### config.mk
export PLATFORM = sky130hd
export DESIGN_NAME = branch_resolve
export DESIGN_NICKNAME = d
export VERILOG_FILES = /design/src/rtl/branch_resolve.sv
export SDC_FILE = /design/constraint.sdc
export NUM_CORES = 1
export LEC_CHECK = 0
export BUFFER_PORTS_ARGS = -buffer_cell sky130_fd_sc_hd__clkbuf_2
export CAP_MARGIN = 30
export CORE_AREA = 5 5 281 283
export DETAILED_ROUTE_END_ITERATION = 16
export DIE_AREA = 0 0 286 288
export GPL_TIMING_DRIVEN = 0
export MAX_ROUTING_LAYER = met4
export PLACE_DENSITY = 0.38
export SLEW_MARGIN = 20
export SYNTH_ARGS = -nofsm -noshare
export SYNTH_HDL_FRONTEND = slang
export SYNTH_SLANG_ARGS = --single-unit
### constraint.sdc
create_clock -name clk -period 5.2 [get_ports clk]
set_clock_uncertainty 0.15 [all_clocks]
set_input_delay 0.52 -clock clk [delete_from_list [all_inputs] [get_ports clk]]
set_output_delay 0.52 -clock clk [all_outputs]
set_load 0.02 [all_outputs]
### src/rtl/branch_resolve.sv
// Branch resolution unit: queues fetch-stage predictions in order, checks them
// against execute outcomes, and produces redirect/flush, predictor training and counters.
module branch_resolve #(
   parameter int DEPTH = 4
) (
   input  logic        clk,
   input  logic        rst,
   input  logic        pre_valid_i,
   input  logic [31:0] pre_pc_i,
   input  logic        pre_take_or_not_i,
   input  logic        pre_sel_i,
   input  logic [31:0] pre_target_i,
   output logic        full_o,
   input  logic        ex_valid_i,
   input  logic [31:0] ex_pc_i,
   input  logic        ex_taken_i,
   input  logic [31:0] ex_target_i,
   output logic        redirect_o,
   output logic [31:0] redirect_addr_o,
   output logic        flush_o,
   output logic        upd_valid_o,
   output logic [31:0] upd_pc_o,
   output logic        upd_taken_o,
   output logic        upd_correct_o,
   output logic        upd_sel_o,
   output logic [31:0] branch_cnt_o,
   output logic [31:0] mispred_cnt_o,
   output logic        err_o
);
   localparam int AW = $clog2(DEPTH);
   localparam logic [AW:0] FULL_CNT = (AW+1)'(DEPTH);

   typedef struct packed {
      logic [31:0] pc;
      logic        dir;
      logic        sel;
      logic [31:0] tgt;
   } rec_t;

   rec_t [DEPTH-1:0] mem_q, mem_d;
   logic [AW-1:0]    wr_ptr_q, wr_ptr_d, rd_ptr_q, rd_ptr_d;
   logic [AW:0]      cnt_q, cnt_d;
   logic             redirect_q, redirect_d;
   logic [31:0]      redirect_addr_q, redirect_addr_d;
   logic             upd_valid_q, upd_valid_d;
   logic [31:0]      upd_pc_q, upd_pc_d;
   logic             upd_taken_q, upd_taken_d;
   logic             upd_correct_q, upd_correct_d;
   logic             upd_sel_q, upd_sel_d;
   logic [31:0]      branch_cnt_q, branch_cnt_d;
   logic [31:0]      mispred_cnt_q, mispred_cnt_d;
   logic             err_q, err_d;

   rec_t        head_s;
   logic        full_s, match_s, mispred_s, flush_s, pop_s, push_s;
   logic [31:0] actual_next_s;

   // Resolve decision: compare the oldest prediction with the execute outcome.
   always_comb begin
      head_s        = mem_q[rd_ptr_q];
      full_s        = (cnt_q == FULL_CNT);
      actual_next_s = ex_taken_i ? ex_target_i : (ex_pc_i + 32'd4);
      match_s       = ex_valid_i && (cnt_q != {(AW+1){1'b0}}) && (head_s.pc == ex_pc_i);
      mispred_s     = (head_s.dir != ex_taken_i) || (ex_taken_i && (head_s.tgt != ex_target_i));
      flush_s       = ex_valid_i && (!match_s || mispred_s);
      pop_s         = match_s && !mispred_s;
      push_s        = pre_valid_i && !full_s && !flush_s;
   end

   // Queue next state; a flush drops every record, including a same-cycle push.
   always_comb begin
      mem_d    = mem_q;
      wr_ptr_d = wr_ptr_q;
      rd_ptr_d = rd_ptr_q;
      cnt_d    = cnt_q;
      if (flush_s) begin
         wr_ptr_d = {AW{1'b0}};
         rd_ptr_d = {AW{1'b0}};
         cnt_d    = {(AW+1){1'b0}};
      end else begin
         if (push_s) begin
            mem_d[wr_ptr_q] = '{pc: pre_pc_i, dir: pre_take_or_not_i, sel: pre_sel_i, tgt: pre_target_i};
            wr_ptr_d        = wr_ptr_q + AW'(1'b1);
         end else begin
            wr_ptr_d = wr_ptr_q;
         end
         if (pop_s) begin
            rd_ptr_d = rd_ptr_q + AW'(1'b1);
         end else begin
            rd_ptr_d = rd_ptr_q;
         end
         case ({push_s, pop_s})
            2'b10:   cnt_d = cnt_q + (AW+1)'(1'b1);
            2'b01:   cnt_d = cnt_q - (AW+1)'(1'b1);
            default: cnt_d = cnt_q;
         endcase
      end
   end

   // Next values of the registered pulses, counters and sticky error.
   always_comb begin
      upd_valid_d     = match_s;
      upd_pc_d        = match_s ? ex_pc_i : 32'd0;
      upd_taken_d     = match_s && ex_taken_i;
      upd_correct_d   = match_s && !mispred_s;
      upd_sel_d       = match_s && head_s.sel;
      redirect_d      = flush_s;
      redirect_addr_d = flush_s ? actual_next_s : redirect_addr_q;
      branch_cnt_d    = branch_cnt_q + {31'd0, match_s};
      mispred_cnt_d   = mispred_cnt_q + {31'd0, match_s && mispred_s};
      err_d           = err_q || (ex_valid_i && !match_s) || (pre_valid_i && full_s && !flush_s);
   end

   // State registers.
   always_ff @(posedge clk or negedge rst) begin
      if (!rst) begin
         mem_q           <= '0;
         wr_ptr_q        <= {AW{1'b0}};
         rd_ptr_q        <= {AW{1'b0}};
         cnt_q           <= {(AW+1){1'b0}};
         redirect_q      <= 1'b0;
         redirect_addr_q <= 32'd0;
         upd_valid_q     <= 1'b0;
         upd_pc_q        <= 32'd0;
         upd_taken_q     <= 1'b0;
         upd_correct_q   <= 1'b0;
         upd_sel_q       <= 1'b0;
         branch_cnt_q    <= 32'd0;
         mispred_cnt_q   <= 32'd0;
         err_q           <= 1'b0;
      end else begin
         mem_q           <= mem_d;
         wr_ptr_q        <= wr_ptr_d;
         rd_ptr_q        <= rd_ptr_d;
         cnt_q           <= cnt_d;
         redirect_q      <= redirect_d;
         redirect_addr_q <= redirect_addr_d;
         upd_valid_q     <= upd_valid_d;
         upd_pc_q        <= upd_pc_d;
         upd_taken_q     <= upd_taken_d;
         upd_correct_q   <= upd_correct_d;
         upd_sel_q       <= upd_sel_d;
         branch_cnt_q    <= branch_cnt_d;
         mispred_cnt_q   <= mispred_cnt_d;
         err_q           <= err_d;
      end
   end

   assign full_o          = (cnt_q == FULL_CNT);
   assign redirect_o      = redirect_q;
   assign flush_o         = redirect_q;
   assign redirect_addr_o = redirect_addr_q;
   assign upd_valid_o     = upd_valid_q;
   assign upd_pc_o        = upd_pc_q;
   assign upd_taken_o     = upd_taken_q;
   assign upd_correct_o   = upd_correct_q;
   assign upd_sel_o       = upd_sel_q;
   assign branch_cnt_o    = branch_cnt_q;
   assign mispred_cnt_o   = mispred_cnt_q;
   assign err_o           = err_q;
endmodule
==> metrics.txt <==
result of the run=complete, no violations; post-synthesis async set-or-reset flop share=1.00; remaining number of nets flagged by the antenna check after routing=0; arithmetic-cell share of the synthesized area counting full adders, half adders and majority gates=0.00768; proportion of synthesized chip area in sequential cells=0.536; multiplexer fraction of the synthesized cell area=0.253; H-tree lvl count=2; Cell Rows=102; max incr delay on CP=380 ps; Die Outline Area=82400 µm²; endpoint required time on the critical path=5490 ps; Routed wire per std cell=24.6 µm; period utilization=0.977; transition time at the pin with the least slew margin=913 ps; category of the most critical setup path=reg2reg; Worst Hold Endpoint=mem_q[25]; Worst R2R Start=rd_ptr_q[1]; combinational family with the most area after synthesis=multiplexers; Critical Path Slowest Stage Cell=sky130_fd_sc_hd__mux2i_2; IO Count=271; share of final-layout standard cells stronger than drive strength 1=0.385; critical path buffer and inverter count=7; utilization after layout=0.308; number of setup violations in the final report=0; CORE AREA=76400 µm²; TritonCTS buffer count=52; Area Growth Syn to Fin=24.7%; Max-cap violations=0; clk sinks=405; port buffer count=259; wire length of the first global-routing pass=97500 µm; clock edge transition at the registers on the reported setup and hold paths=50 ps; Hold Path Stages=2; Worst R2R End=cnt_q[2]; type of the most critical hold path=in2reg; TritonCTS clock tree=built; Leakage=10.5 nW; upper clock frequency limit=197 MHz; cell count after synthesis=1400; maximum ir drop on the vdd rail=222 µV; average footprint of a synthesized cell=13.5 µm²; source of the worst hold timing path=pre_target_i[25]; Total Routed Length=68100 µm; predominant post-synthesis flop cell=sky130_fd_sc_hd__dfrtp_1; final worst-path setup slack=121 ps; die outline height=288 µm; clock latency on the worst-skew pair=610 ps; number of hold violations in the final report=0; launching instance or port of the critical path=rd_ptr_q[1]; number of nets at the end of the flow=1875; number of warnings reported in the yosys synthesis log=0; area share of the largest cell type after synthesis=0.536; synthesized-area fraction occupied by and/or/nand/nor cells=0.0732; share of the synthesized area in compound gates (AO/OA/AOI/OAI)=0.0281; Fill cells=7696; area taken by multi-input logic gates=8320 µm²; Post-synth EDFFs=0; DRC=0; depth of the most critical reg-to-reg path=20; final max-slew violation count=0; element type at the critical path start=flop; RePlAce Congestion=0.790; shortest clock period the worst path allows after layout=5080 ps; power density over the cells=393 nW/µm²; maximum number of pins on one net before global-route repair=87; worst-case headroom to the max-slew limit=0.392; overall fraction of global-route tracks in use=0.167; remaining global-route overflow=0; cell-by-cell trace of the critical path=buf_4, buf_4, buf_6, buf_6, mux2i_2, o21ai_0, a211oi_1, a2bb2oi_1, nand4b_1, buf_4, o31a_2, buf_6, buf_2, nand2b_1, ha_1, fa_1, xnor2_1, nor2_1, xnor2_1, nor2_1; largest driver fanout on the critical path=10; HPWL after detailed placement=50700 µm; setup slack of the worst register-to-register path=120 ps; total vias in the final route=12600; Reg area=10100 µm²; number of global-route vias before repair=13500; cell taking the most area after synthesis=sky130_fd_sc_hd__dfrtp_1; count of TritonRoute iterations in the first routing pass=5; net count of the mapped netlist=1546; count of state elements after synthesis=405; smallest hold slack=38.3 ps; post-detailed-route via-to-cell ratio=4.55; Clock Root Buffer=sky130_fd_sc_hd__clkbuf_16; initial antenna violation count=17; worst slack, placed=-1690 ps; DIE WIDTH=286 µm; combined area of all synthesized cells=18900 µm²; top cells by area in the synthesized netlist=sky130_fd_sc_hd__dfrtp_1 (54%), sky130_fd_sc_hd__mux2_2 (13%), sky130_fd_sc_hd__xnor2_1 (5.0%); critical path endpoint category=flop; CTS max path bufs=3; Cell variety after synth=60; Synth Area in XOR/XNOR=0.0709; initial drt markers=661; data arrival time of the worst path=5370 ps; starting density of the core=0.247; critical path's top delay family=buffers and inverters
==> kinds of logic after synthesis <==
logic type / Yosys count
XOR/XNOR: 153
multiplexers: 390
AND/OR/NAND/NOR: 276
buffers and inverters: 85
AO/OA/AOI/OAI: 80
adder cells (fa/ha/maj): 11
flip-flops: 405
==> power breakdown <==
group,internal [mW],switching [mW]
Clock,2.11,1.42
Sequential,3.79,0.324
Combinational,0.841,0.764
Total,6.75,2.51
==> how the worst max path moves through the flow <==
| stage | end | slack, ps | cells past startpoint |
|---|---|---|---|
| 2_1_floorplan | branch_cnt_o[30] | 980 | 19 |
| 3_3_place_gp | mem_q[86] | -6210 | 1 |
| 3_5_place_dp | branch_cnt_o[30] | -1690 | 19 |
| 4_1_cts | cnt_q[2] | 2 | 17 |
| 5_1_grt | cnt_q[2] | -4 | 20 |
| 6_report | cnt_q[2] | 120 | 20 |
==> area by class of cell <==
type | instances | area share
diodes | 14 | 0.00149
well taps | 988 | 0.0525
clock inverters | 17 | 0.00643
flip-flops and latches | 405 | 0.430
repair buffers | 275 | 0.0645
inverters | 12 | 0.00207
plain buffers | 73 | 0.0251
multi-input cells | 910 | 0.353
clock buffers | 75 | 0.0645
==> cells in the mapped netlist (4+ instances only) <==
cell / instances
sky130_fd_sc_hd__nor2b_1: 5
sky130_fd_sc_hd__xnor2_1: 107
sky130_fd_sc_hd__clkbuf_1: 20
sky130_fd_sc_hd__o2111ai_1: 4
sky130_fd_sc_hd__and3_1: 19
sky130_fd_sc_hd__and2_1: 37
sky130_fd_sc_hd__buf_8: 4
sky130_fd_sc_hd__mux2i_1: 53
sky130_fd_sc_hd__mux2_2: 216
sky130_fd_sc_hd__nand2_1: 84
sky130_fd_sc_hd__nand3_1: 35
sky130_fd_sc_hd__buf_4: 21
sky130_fd_sc_hd__mux2_1: 80
sky130_fd_sc_hd__dfrtp_1: 405
sky130_fd_sc_hd__nand4_1: 23
sky130_fd_sc_hd__o21ai_0: 33
sky130_fd_sc_hd__and4_1: 4
sky130_fd_sc_hd__nor3_1: 14
sky130_fd_sc_hd__buf_12: 6
sky130_fd_sc_hd__mux4_2: 40
sky130_fd_sc_hd__inv_1: 11
sky130_fd_sc_hd__xor2_1: 46
sky130_fd_sc_hd__a21oi_1: 8
sky130_fd_sc_hd__ha_1: 10
sky130_fd_sc_hd__buf_2: 17
sky130_fd_sc_hd__nor2_1: 42
==> sequential cells by signal (all words and copies together), names as in the netlist <==
name             flops
branch_cnt_o        32
cnt_q                3
err_o                1
flush_o              1
mem_q              264
mispred_cnt_o       32
rd_ptr_q             2
redirect_addr_o     32
upd_correct_o        1
upd_pc_o            32
upd_sel_o            1
upd_taken_o          1
upd_valid_o          1
wr_ptr_q             2
==> routing by layer <==
layer,track usage,share of wire,up-vias
li1,-,-,5663
met2,0.254,0.46,318
met5,-,0,-
met3,0.0365,0.052,95
met1,0.227,0.47,6513
met4,0.0467,0.024,0
==> per-stage QoR <==
| stage | total power, mW | cell area (µm²) | setup TNS (ps) | std cells |
|---|---|---|---|---|
| 2_1_floorplan | 5.12 | 18900 | 0 | 1400 |
| 3_3_place_gp | 5.70 | 21400 | -2567990 | 2647 |
| 3_5_place_dp | 5.77 | 21500 | -50970 | 2651 |
| 4_1_cts | 9.41 | 23400 | 0 | 2752 |
| 5_1_grt | 9.73 | 23600 | -3.64 | 2767 |
| 6_report | 9.26 | 23600 | 0 | 2769 |
==> cells in the final DEF (no fill, tap or decap), types with 11 or more instances in the layout <==
cell                          n
sky130_fd_sc_hd__nor2_1      40
sky130_fd_sc_hd__clkbuf_2   259
sky130_fd_sc_hd__dfrtp_1    405
sky130_fd_sc_hd__inv_1       11
sky130_fd_sc_hd__mux2i_1     51
sky130_fd_sc_hd__and2_1      37
sky130_fd_sc_hd__diode_2     14
sky130_fd_sc_hd__clkbuf_16   53
sky130_fd_sc_hd__clkbuf_8    12
sky130_fd_sc_hd__mux2_2     216
sky130_fd_sc_hd__nand4_1     23
sky130_fd_sc_hd__buf_4       28
sky130_fd_sc_hd__mux2_1      80
sky130_fd_sc_hd__o21ai_0     33
sky130_fd_sc_hd__mux4_2      40
sky130_fd_sc_hd__nand3_1     34
sky130_fd_sc_hd__nand2_1     84
sky130_fd_sc_hd__xor2_1      46
sky130_fd_sc_hd__and3_1      19
sky130_fd_sc_hd__clkbuf_1    29
sky130_fd_sc_hd__xnor2_1    102
==> timing repair <==
action	4_1_cts	5_1_grt
endpoints found under the setup margin	123	26
setup buffers	3	3
hold endpoints to repair	89	0
pin swaps	2	3
resized for setup	31	16
hold buffers	6	0
(Power assumes the default switching activity.)
